==> src/rtl/led7_scan_mux.sv <==
// Time-multiplexed 7-segment digit scanner: per-frame snapshot of the BCD digits,
// one digit per slot with a leading blank gap, optional leading-zero blanking.
module led7_scan_mux #(
  parameter int N_DIGITS  = 8,
  parameter int SCAN_DIV  = 50000,
  parameter int BLANK_CYC = 500
) (
  input  logic                    clk,
  input  logic                    rst,
  input  logic                    en,
  input  logic [4*N_DIGITS-1:0]   digits_bcd,
  input  logic [N_DIGITS-1:0]     dp_in,
  input  logic                    blank_lz,
  output logic [3:0]              bcd_out,
  output logic [N_DIGITS-1:0]     dig_sel_n,
  output logic                    dp_n,
  output logic                    frame_tick
);

  localparam int CNT_W = $clog2(SCAN_DIV);
  localparam int IDX_W = (N_DIGITS > 1) ? $clog2(N_DIGITS) : 1;
  localparam logic [CNT_W-1:0] SCAN_LAST = CNT_W'(SCAN_DIV - 1);
  localparam logic [CNT_W-1:0] BLANK_LIM = CNT_W'(BLANK_CYC);
  localparam logic [IDX_W-1:0] IDX_LAST  = IDX_W'(N_DIGITS - 1);

  typedef enum logic {
    ST_IDLE,
    ST_RUN
  } state_e;

  state_e                  state_q, state_d;
  logic [CNT_W-1:0]        cyc_q, cyc_d;
  logic [IDX_W-1:0]        idx_q, idx_d;
  logic [4*N_DIGITS-1:0]   snap_bcd_q, snap_bcd_d;
  logic [N_DIGITS-1:0]     snap_dp_q, snap_dp_d;
  logic [3:0]              bcd_out_q, bcd_out_d;
  logic [N_DIGITS-1:0]     dig_sel_n_q, dig_sel_n_d;
  logic                    dp_n_q, dp_n_d;
  logic                    frame_tick_q, frame_tick_d;

  logic                    show;
  logic                    upper_zero;
  logic [3:0]              cur_code;
  logic                    cur_dp;

  always_comb begin
    state_d      = state_q;
    cyc_d        = cyc_q;
    idx_d        = idx_q;
    snap_bcd_d   = snap_bcd_q;
    snap_dp_d    = snap_dp_q;
    frame_tick_d = 1'b0;

    if (rst || !en) begin
      state_d    = ST_IDLE;
      cyc_d      = '0;
      idx_d      = '0;
      snap_bcd_d = '0;
      snap_dp_d  = '0;
    end else if (state_q == ST_IDLE) begin
      state_d      = ST_RUN;
      cyc_d        = '0;
      idx_d        = '0;
      snap_bcd_d   = digits_bcd;
      snap_dp_d    = dp_in;
      frame_tick_d = 1'b1;
    end else if (cyc_q == SCAN_LAST) begin
      cyc_d = '0;
      if (idx_q == IDX_LAST) begin
        idx_d        = '0;
        snap_bcd_d   = digits_bcd;
        snap_dp_d    = dp_in;
        frame_tick_d = 1'b1;
      end else begin
        idx_d = idx_q + IDX_W'(1);
      end
    end else begin
      cyc_d = cyc_q + CNT_W'(1);
    end

    // Outputs are derived from the post-edge state so they line up with the slot.
    show        = (state_d == ST_RUN) && (cyc_d >= BLANK_LIM);
    upper_zero  = 1'b1;
    cur_code    = 4'hF;
    cur_dp      = 1'b0;
    dig_sel_n_d = '1;
    for (int unsigned i = 0; i < N_DIGITS; i++) begin
      if (IDX_W'(i) == idx_d) begin
        cur_code = snap_bcd_d[4*i +: 4];
        cur_dp   = snap_dp_d[i];
        if (show) dig_sel_n_d[i] = 1'b0;
      end
      if ((IDX_W'(i) >= idx_d) && (snap_bcd_d[4*i +: 4] != 4'h0)) upper_zero = 1'b0;
    end

    bcd_out_d = 4'hF;
    dp_n_d    = 1'b1;
    if (show && !(blank_lz && (idx_d != '0) && upper_zero)) begin
      bcd_out_d = cur_code;
      dp_n_d    = ~cur_dp;
    end
  end

  always_ff @(posedge clk) begin
    if (rst) begin
      state_q      <= ST_IDLE;
      cyc_q        <= '0;
      idx_q        <= '0;
      snap_bcd_q   <= '0;
      snap_dp_q    <= '0;
      bcd_out_q    <= 4'hF;
      dig_sel_n_q  <= '1;
      dp_n_q       <= 1'b1;
      frame_tick_q <= 1'b0;
    end else begin
      state_q      <= state_d;
      cyc_q        <= cyc_d;
      idx_q        <= idx_d;
      snap_bcd_q   <= snap_bcd_d;
      snap_dp_q    <= snap_dp_d;
      bcd_out_q    <= bcd_out_d;
      dig_sel_n_q  <= dig_sel_n_d;
      dp_n_q       <= dp_n_d;
      frame_tick_q <= frame_tick_d;
    end
  end

  assign bcd_out    = bcd_out_q;
  assign dig_sel_n  = dig_sel_n_q;
  assign dp_n       = dp_n_q;
  assign frame_tick = frame_tick_q;

endmodule

==> config.mk <==
export PLATFORM = sky130hd
export DESIGN_NAME = led7_scan_mux
export DESIGN_NICKNAME = d
export VERILOG_FILES = /design/src/rtl/led7_scan_mux.sv
export SDC_FILE = /design/constraint.sdc
export NUM_CORES = 1
export LEC_CHECK = 0
export ABC_AREA = 1
export ABC_CLOCK_PERIOD_IN_PS = 5700
export CAP_MARGIN = 20
export CORE_ASPECT_RATIO = 1.1
export CORE_MARGIN = 3
export CORE_UTILIZATION = 55
export DETAILED_ROUTE_END_ITERATION = 12
export GPL_TIMING_DRIVEN = 0
export PLACE_DENSITY = 0.81
export SYNTH_ARGS = -nofsm -noshare
export SYNTH_HDL_FRONTEND = slang
export SYNTH_SLANG_ARGS = --single-unit
==> constraint.sdc <==
create_clock -name clk -period 5.7 [get_ports clk]
set_input_delay 1.14 -clock clk [delete_from_list [all_inputs] [get_ports clk]]
set_output_delay 1.14 -clock clk [all_outputs]
set_load 0.01 [all_outputs]
==> summary.md, run 1 <==
| Metric | Value |
|---|---|
| Met2 usage | `about 40%` |
| Commonest non-fill, non-tap cell in the layout | `nand2_1` |
| Vias in the first global route | `~3.5k` |
| Avg Cell Area, Syn | `approximately 7.2 sq um` |
| Iteration-0 DRC Markers | `approximately 260` |
| Type of the worst setup path | `in -> reg` |
| Row Count | `30` |
| Outcome | `completed` |
| Most frequent cells in the layout | `nand2_1 (120), dfxtp_1 (74), inv_1 (70)` |
| Largest net degree at the start of global routing | `16` |
| Pleak | `2.15 nW` |
| Hold Crit Class | `reg -> reg` |
| Min-delay src | `cyc_q[0]` |
| Max_slew headroom | `61.1%` |
| Hold-fix buffers, CTS | `0` |
| DRT Pass-1 Iters | `5` |
| Synthesized area | `3740 sq um` |
| Share of layout cells above drive strength 1 | `between 10% and 20%` |
| CTS Root Cell | `clkbuf_8` |
| Filler instances | `around 540` |
| DR WL/cell | `~14 um` |
| Post-detail-place hpwl | `around 7300 um` |
| Area of the multi-input gates | `about 1900 sq um` |
| Global-route wire length before repair | `15900 um` |
| Fin cells | `roughly 670` |
| Detail Route Antenna Nets | `0` |
| Drt drc | `0` |
| CTS tree | `yes` |
| Hold violation total from the final report | `0` |
| Final period util | `between 50% and 60%` |
| RSZ-0062 raised after global routing | `false` |
| Pwr Density | `roughly 220 nW/um^2` |
| Placed insts | `658` |
| Area grow syn2layout | `22.8%` |
| Req. time, crit path | `between 5000 and 6000 ps` |
| Seq/Total Area, Yosys | `approximately 40%` |
| Final net count | `between 600 and 700` |
| Clk_lat worst skew | `roughly 350 ps` |
| Netlist cell types | `36` |
| Synthesized net count | `roughly 570` |
| Total negative slack | `0 ps` |
| Clock sink count | `74` |
| Die Span Y | `a little over 90 um` |
| Clk buf depth | `2` |
| Overall routing resource usage | `between 20% and 30%` |
| Placer Congestion | `just over 0.9` |
| Post-synth EDFFs | `0` |
| Clk slew on worst S/H paths | `90 ps` |
| Setup repair bufs after CTS | `0` |
| Peak supply drop | `0.165 mV` |
| Worst Path Arrival | `~3500 ps` |
| Crit end category | `flip-flop` |
| Synth warn | `0` |
| Clk_skew | `between 6 and 7 ps` |
| Crit path time final | `roughly 3200 ps` |
| Routed via count | `roughly 3.6k` |
| Die width | `around 85 um` |
| Critical Path Fanout Max | `10` |
| Ys flop type | `dfxtp_1` |
| WL final | `about 9600 um` |
| Gates resized, CTS repair | `0` |
| Worst-Margin Slew | `between 500 and 600 ps` |
| Share of async-settable or async-resettable flops after synthesis | `0%` |
| Routed vias/inst | `~5.4` |
| Final setup violation count | `0` |
| R2r setup slk | `about 3200 ps` |
| Synth Register Bits | `between 70 and 80` |
| H-tree lvl count | `3` |
| M1 GR Usage | `around a third` |
| Hold Path Sink | `cyc_q[0]` |
| Die area | `roughly 7800 sq um` |
| Reg2reg start | `cyc_q[0]` |
| N_diodes | `0` |
| Count of input and output buffers | `57` |
| GRT Max-Usage Layer | `met2` |
| Crit path launch type | `primary input` |
| Grt met3 use | `3.02%` |
| Initial antenna violation count | `0` |
| Register-to-Register Path Depth | `12` |
| Area of the core | `6380 sq um` |
| TritonCTS Buffers | `9` |
| Hold Path Cell Cnt | `1` |
| Slew Limit Fails | `0` |
| Initial Util | `around three fifths` |
| Total grt overflow | `0` |
| Max Cap Viol | `0` |
| Seq. cell area | `~1500 sq um` |
| Reg-to-reg endpoint | `bcd_out[0]` |
| Fmax | `0.309 GHz` |
| Mapped Cells | `around 520` |
| I/O pin count | `between 50 and 60` |
[sequential cells by signal, indices dropped and copies added (netlist names)]
signal / flops
dp_n: 1
idx_q: 3
state_q: 1
frame_tick: 1
cyc_q: 16
snap_dp_q: 8
dig_sel_n: 8
bcd_out: 4
snap_bcd_q: 32
[worst max-delay path: stages]
cell	delay, ps
clkdlybuf4s50_1	450
inv_1	60
nor2_4	170
buf_2	260
buf_1	490
nand3_1	180
nand2_1	130
nor3_1	50
nand2_1	270
nand2_1	120
inv_2	100
nand2_1	50
[metal layers]
metal	vias to the layer above	part of all wire (%)
met5	-	0
li1	1788	-
met1	1675	46
met3	19	5.9
met2	137	46
met4	0	2.4
[cell type report]
class / instances / area share [%]
Timing Repair Buffer: 57 / 12.4
Inverter: 75 / 6.16
Clock inverter: 7 / 1.25
Multi-Input combinational cell: 357 / 40.9
Clock buffer: 9 / 2.70
Sequential cell: 74 / 32.3
Buffer: 15 / 2.13
Tap cell: 80 / 2.18
[through the flow]
step / setup slack (ps) / hold slack [ps] / cell area [sq um] / util (%) / power [mW]
2_1_floorplan: 3110 / 413 / 3740 / - / 0.603
3_3_place_gp: 2200 / 426 / 4410 / 69.1 / 0.649
3_5_place_dp: 2150 / 437 / 4410 / 69.1 / 0.651
4_1_cts: 2510 / 450 / 4590 / 71.9 / 1.03
5_1_grt: 2250 / 479 / 4590 / 71.9 / 1.06
6_report: 2460 / 445 / 4590 / 71.9 / 1.02
[where the power goes]
| group | switching [mW] | total, mW | internal [mW] |
|---|---|---|---|
| sequential | 0.00406 | 0.534 | 0.530 |
| combinational | 0.0573 | 0.107 | 0.0500 |
| clock | 0.218 | 0.383 | 0.165 |
[worst max-delay path by stage]
stage / from / endpoint / slack, ps
2_1_floorplan: en / bcd_out[0] / 3110
3_3_place_gp: en / bcd_out[0] / 2200
3_5_place_dp: en / bcd_out[0] / 2150
4_1_cts: en / bcd_out[0] / 2510
5_1_grt: en / dp_n / 2250
6_report: en / bcd_out[0] / 2460
[cell families (layout without fill, tap and decap cells)]
| logic type | count (synthesis) | after routing | synth area share (%) |
|---|---|---|---|
| buf+inv | 90 | 163 | 10.2 |
| compound gates | 29 | 29 | 4.89 |
| xor+xnor | 5 | 5 | 1.17 |
| flops | 74 | 74 | 39.7 |
| simple gates | 320 | 320 | 43.1 |
| fa+ha+maj | 3 | 3 | 1.00 |
[synth_stat cells (4+ instances only)]
library cell    n  area (sq um)
a21oi_1        13          65.1
buf_2           9          45.0
buf_6           4          45.0
dfxtp_1        74          1480
inv_1          70           263
inv_2           4          15.0
nand2_1       120           450
nand2_2        17           106
nand3_1        55           275
nand3_2        16           160
nand4_1        17           106
nor2_1         65           244
nor2_2          6          37.5
nor2_4          7          78.8
nor3_1          6          30.0
No activity file was read; power rests on OpenSTA's default activity.
==> inputs of run 2 (changes only) <==
Settings changed: ABC_CLOCK_PERIOD_IN_PS 5700 to 3370, CORE_UTILIZATION 55 to 54, PLACE_DENSITY 0.81 to 0.8.
Clock period 5.7 ns to 3.37 ns, I/O delays scaled along.
==> run 2 against run 1 <==
Net effect:
- hold slack got worse by 6.3 ps
- clock skew increased by 0.54 ps
- setup slack worse by 1800 ps
- first-iteration DRC count down 16%
- die area rose by 1.7%
- non-clock buffer count did not move
- cell count is 0.30% higher
- sequential power is 69% higher
- clock-buffer cell count is the same
- combinational power up 69%
- power is 76% higher
- critical path depth is 2 higher
- largest power group unchanged
==> summary.md, run 2 (synthesis gave the netlist of run 1 again) <==
| Metric | Value |
|---|---|
| Largest net degree at the start of global routing | `16` |
| Final setup violation count | `0` |
| Type of the worst setup path | `in -> reg` |
| Switching Fraction | `26.0%` |
| Fmax | `~0.37 GHz` |
| Total grt overflow | `0` |
| Seq pwr share | `about half` |
| Critical Path Fanout Max | `9` |
| Pleak | `2.17 nW` |
| Routed vias/inst | `between 5 and 6` |
| Comb power frac | `10.0%` |
| DRT Pass-1 Iters | `5` |
| Hold violation total from the final report | `0` |
| Crit path launch type | `primary input` |
| Clk buf depth | `2` |
| Worst-Margin Slew | `about 500 ps` |
| Vias in the first global route | `3388` |
| Gates resized, CTS repair | `0` |
| Setup repair bufs after CTS | `0` |
| Stages on the worst setup path | `14` |
| Hold Crit Class | `reg -> reg` |
| Die Span Y | `about 93 um` |
| Clk_lat worst skew | `350 ps` |
| Buf/Inv on CP | `4` |
| Area of the core | `roughly 6600 sq um` |
| Crit path time final | `2710 ps` |
| Row Count | `31` |
| Detail Route Antenna Nets | `0` |
| Total power | `1.81 mW` |
| Total negative slack | `0 ps` |
| Peak supply drop | `~0.23 mV` |
| Psw | `~0.47 mW` |
| WL final | `9400 um` |
| Crit end category | `flip-flop` |
| Placed insts | `660` |
| Drt drc | `0` |
| Slew Limit Fails | `0` |
| Die width | `~85 um` |
| Commonest non-fill, non-tap cell in the layout | `nand2_1` |
| N_diodes | `0` |
| CTS Root Cell | `clkbuf_8` |
| TritonCTS Buffers | `9` |
| Hold slack | `439 ps` |
| P_int | `~1.3 mW` |
| Post-detail-place hpwl | `~7300 um` |
| Clk slew on worst S/H paths | `about 80 ps` |
| Die area | `~8000 sq um` |
| Max stage delay on crit path | `450 ps` |
| CTS tree | `yes` |
| Final period util | `about four fifths` |
| Area grow syn2layout | `23.6%` |
| Max_slew headroom | `approximately 67%` |
| Routed via count | `approximately 3.5k` |
| Most flop-heavy register | `snap_bcd_q` |
| Clk_skew | `7.24 ps` |
| I/O pin count | `58` |
| Cell chain of the critical path | `clkdlybuf4s50_1, inv_1, nor2_4, nand2_1, inv_2, nand2_2, nor3_1, nand4_1, nor2_1, nand3_1, nand2_1, nand2_1, inv_2, nand2_1` |
| Outcome | `completed` |
| Iteration-0 DRC Markers | `around 220` |
| Pwr Density | `between 300 and 400 nW/um^2` |
| Part of the power in the clock network | `40.0%` |
| Fin cells | `676` |
| DR WL/cell | `13.9 um` |
| Overall routing resource usage | `roughly a quarter` |
| Worst setup margin | `between 600 and 700 ps` |
| Max FFs per register | `32` |
| Cell at the slowest stage of the critical path | `clkdlybuf4s50_1` |
| Hold-fix buffers, CTS | `0` |
| Share of layout cells above drive strength 1 | `15.0%` |
| RSZ-0062 raised after global routing | `false` |
| Req. time, crit path | `3610 ps` |
| Final net count | `about 640` |
| Worst Path Arrival | `2950 ps` |
| Placer Congestion | `between 0.9 and 1` |
| Max Cap Viol | `0` |
| H-tree lvl count | `3` |
| Clock sink count | `74` |
| CP most frequent cell | `nand2_1` |
| R2r setup slk | `910 ps` |
| Most frequent cells in the layout | `nand2_1 (120), dfxtp_1 (74), inv_1 (70)` |
| Initial Util | `a little under three fifths` |
| Hold Path Cell Cnt | `1` |
| Crit-path leading delay family | `simple AND/OR/NAND/NOR gates` |
| Largest registers | `snap_bcd_q: 32 flops, cyc_q: 16 flops` |
| Count of input and output buffers | `57` |
| Register-to-Register Path Depth | `12` |
| Initial antenna violation count | `0` |
| Worst slack, placed | `310 ps` |
| Global-route wire length before repair | `15500 um` |
-- run 2: cell types whose count changed in the layout (fill, tap and decap cells not counted) --
| cell | previous run | this run |
|---|---|---|
| clkinv_2 | 2 | 1 |
| bufinv_16 | 0 | 1 |
| clkinvlp_4 | 2 | 1 |
| clkinv_4 | 0 | 1 |
-- run 2: final timing paths --
path,start,end
min reg2reg,cyc_q[0],cyc_q[0]
max reg2reg,cyc_q[0],bcd_out[2]
min,cyc_q[0],cyc_q[0]
max,en,bcd_out[0]
-- run 2: final cells by class --
type                       instances  area, sq um
sequential                        74         1480
clock buffer                       9          124
timing repair buffer              57          571
buffer                            15         97.6
fill                             584         2020
tap                               82          103
multi-input combinational        357         1870
inverter                          75          283
clock inverter                     7         83.8
-- run 2: worst reg2reg max path, cell delays in order (launching register included) --
cell and delay (ps):
dfxtp_1 350, ha_1 220, nand3_2 180, nor2_2 240, nand2_4 110, nand2_1 100, nand4_2 260, nor2_2 390
nand3_1 110, nand2_1 130, o21ai_1 80, a21oi_1 140, nand2_1 60
-- run 2: layer usage --
layer  vias to the layer above  global-route usage, %  share of wire [%]  wire [um]
li1                       1795                      -                  -          -
met1                      1629                   33.1                 47       4470
met2                        87                   39.2                 46       4330
met3                        18                   3.61                4.3        403
met4                         0                   10.2                2.2        209
met5                         -                      0                  0          0
-- run 2: power by group through the flow --
| stage | clock network (mW) | logic (mW) | registers, mW |
|---|---|---|---|
| after global routing | 0.766 | 0.199 | 0.905 |
| after floorplan | 0 | 0.0987 | 0.922 |
| after CTS | 0.732 | 0.180 | 0.903 |
| after global placement | 0 | 0.177 | 0.922 |
| final | 0.722 | 0.181 | 0.903 |
| after detailed placement | 0 | 0.179 | 0.923 |
-- run 2: per-stage QoR --
step	utilization, %	area, sq um
global placement	66.5	4410
finish	69.6	4620
floorplan	-	3740
global route	69.6	4620
detailed placement	66.5	4410
CTS	69.6	4620
==> inputs of run 3 (changes only) <==
Settings changed: ABC_CLOCK_PERIOD_IN_PS 3370 to 2500.
Clock period 3.37 ns to 2.5 ns, I/O delays scaled along.
==> run 3 against run 2 <==
Net effect:
- via count is 2.6% higher
- first-iteration DRC count is 23% higher
- register-to-register slack lost 680 ps
- sequential cell count stayed put
- routed wire length increased by 1.9%
- power rose by 36%
==> summary.md, run 3 (synthesis gave the netlist of run 1 again) <==
| Metric | Value |
|---|---|
| Outcome | `completed` |
| Most frequent cells in the layout | `nand2_1 (119), dfxtp_1 (74), inv_1 (70)` |
| Iteration-0 DRC Markers | `~260` |
| TritonCTS Buffers | `9` |
| Commonest non-fill, non-tap cell in the layout | `nand2_1` |
| Area of the core | `roughly 6600 sq um` |
| Hold slack | `448 ps` |
| Initial antenna violation count | `0` |
| Largest net degree at the start of global routing | `16` |
| Pwr Density | `~520 nW/um^2` |
| Register-to-Register Path Depth | `15` |
| Comb power frac | `between 10% and 20%` |
| DRT Pass-1 Iters | `5` |
| Row Count | `31` |
| Pleak | `between 2 and 2.5 nW` |
| Total grt overflow | `0` |
| Global-route wire length before repair | `15500 um` |
| Seq pwr share | `approximately 50%` |
| Fmax | `0.428 GHz` |
| Hold Path Sink | `cyc_q[0]` |
| Final period util | `around 94%` |
| Count of input and output buffers | `57` |
| Psw | `around 0.64 mW` |
| Post-DP Area | `~4400 sq um` |
| Crit path launch type | `primary input` |
| Clk slew on worst S/H paths | `~80 ps` |
| Placed insts | `between 600 and 700` |
| R2r setup slk | `about 230 ps` |
| Total power | `around 2.4 mW` |
| Initial Util | `a little under three fifths` |
| Hold Crit Class | `reg -> reg` |
| Area grow syn2layout | `26.5%` |
| Worst setup margin | `between 150 and 200 ps` |
| Final setup violation count | `0` |
| Filler instances | `approximately 560` |
| H-tree lvl count | `3` |
| Hold Path Cell Cnt | `1` |
| Placer Congestion | `just over 0.9` |
| Post-detail-place hpwl | `7310 um` |
| P_int | `about 1.8 mW` |
| Critical Path Fanout Max | `9` |
| Max FFs per register | `32` |
| Worst Path Arrival | `2590 ps` |
| Peak supply drop | `just over 0.3 mV` |
| Most flop-heavy register | `snap_bcd_q` |
| Switching Fraction | `26.2%` |
| Detail Route Antenna Nets | `0` |
| CTS tree | `yes` |
| Final non-filler cell area | `4720 sq um` |
| Routed vias/inst | `5.34` |
| N_diodes | `0` |
| Slew Limit Fails | `0` |
| Min-delay src | `cyc_q[0]` |
| Overall routing resource usage | `~25%` |
| CTS Root Cell | `clkbuf_8` |
| Clock sink count | `74` |
| Type of the worst setup path | `in -> reg` |
| Die width | `85.3 um` |
| Clk_lat worst skew | `350 ps` |
| Final net count | `around 640` |
| Part of the power in the clock network | `40.0%` |
| Worst-Margin Slew | `between 500 and 600 ps` |
| Req. time, crit path | `2750 ps` |
| Hold-fix buffers, CTS | `0` |
| Reg2reg start | `cyc_q[0]` |
| Hold violation total from the final report | `0` |
| Clk buf depth | `2` |
| Share of layout cells above drive strength 1 | `between 15 and 20%` |
| Crit path time final | `around 2300 ps` |
| Fin cells | `a little under 700` |
| Drt drc | `0` |
| I/O pin count | `58` |
| Max Cap Viol | `0` |
| Max_slew headroom | `63.3%` |
| Clk_skew | `approximately 8 ps` |
| WL final | `9580 um` |
| Largest registers | `snap_bcd_q: 32 flops, cyc_q: 16 flops` |
| Die area | `between 7000 and 8000 sq um` |
| DR WL/cell | `14.1 um` |
| Crit end category | `flip-flop` |
| Worst slack, placed | `-386 ps` |
| Reg-to-reg endpoint | `bcd_out[0]` |
| Vias in the first global route | `3387` |
| Routed via count | `about 3.6k` |
| Die Span Y | `93.2 um` |
## run 3: layout make-up
| class | instances | area, sq um | share of cell area (%) |
|---|---|---|---|
| well taps | 82 | 103 | 2.17 |
| clock buffers | 9 | 124 | 2.62 |
| multi-input cells | 357 | 1950 | 41.3 |
| repair buffers | 59 | 586 | 12.4 |
| clock inverters | 7 | 83.8 | 1.77 |
| flip-flops and latches | 74 | 1480 | 31.4 |
| inverters | 75 | 285 | 6.04 |
| plain buffers | 15 | 109 | 2.30 |
## run 3: worst max path at each step
stage | cells after the start | endpoint | start
2_1_floorplan | 12 | bcd_out[1] | cyc_q[0]
3_3_place_gp | 12 | bcd_out[0] | en
3_5_place_dp | 12 | bcd_out[1] | en
4_1_cts | 12 | bcd_out[2] | cyc_q[0]
5_1_grt | 17 | bcd_out[1] | cyc_q[0]
6_report | 14 | bcd_out[0] | en
## run 3: timing repair
| item | CTS | global route |
|---|---|---|
| setup buffers | 0 | 2 |
| endpoints found under the setup margin | 5 | 5 |
| pin swaps | 0 | 1 |
| resized for setup | 2 | 19 |
## run 3: through the flow
step	TNS [ps]	utilization [%]
after CTS	0	69.7
after floorplan	0	-
after global routing	-18.8	71.2
final	0	71.2
after detailed placement	-3670	66.5
after global placement	-3720	66.5
## run 3: critical path, cell delays in order
cell and delay, ps:
clkdlybuf4s50_1 450, inv_1 60, nor2_4 180, nand2_1 90, inv_2 110, nand2_2 150, nor3_2 220, nand4_1 100
nor2_1 180, nand3_1 170, nand2_4 150, nand2_1 80, inv_2 90, nand2_1 60
## run 3: routing by layer
metal,GRT usage [%],part of all wire (%),up-vias
met1,33.3,45,1669
met4,10.2,2.3,0
met3,3.26,5.5,19
li1,-,-,1801
met2,39.3,47,130
met5,0,0,-
## run 3: power groups by stage
stage	clock (mW)	combinational [mW]	sequential [mW]
after floorplan	0	0.133	1.24
after global placement	0	0.238	1.24
after detailed placement	0	0.241	1.24
after CTS	0.986	0.244	1.22
after global routing	1.03	0.278	1.22
final	0.979	0.252	1.22
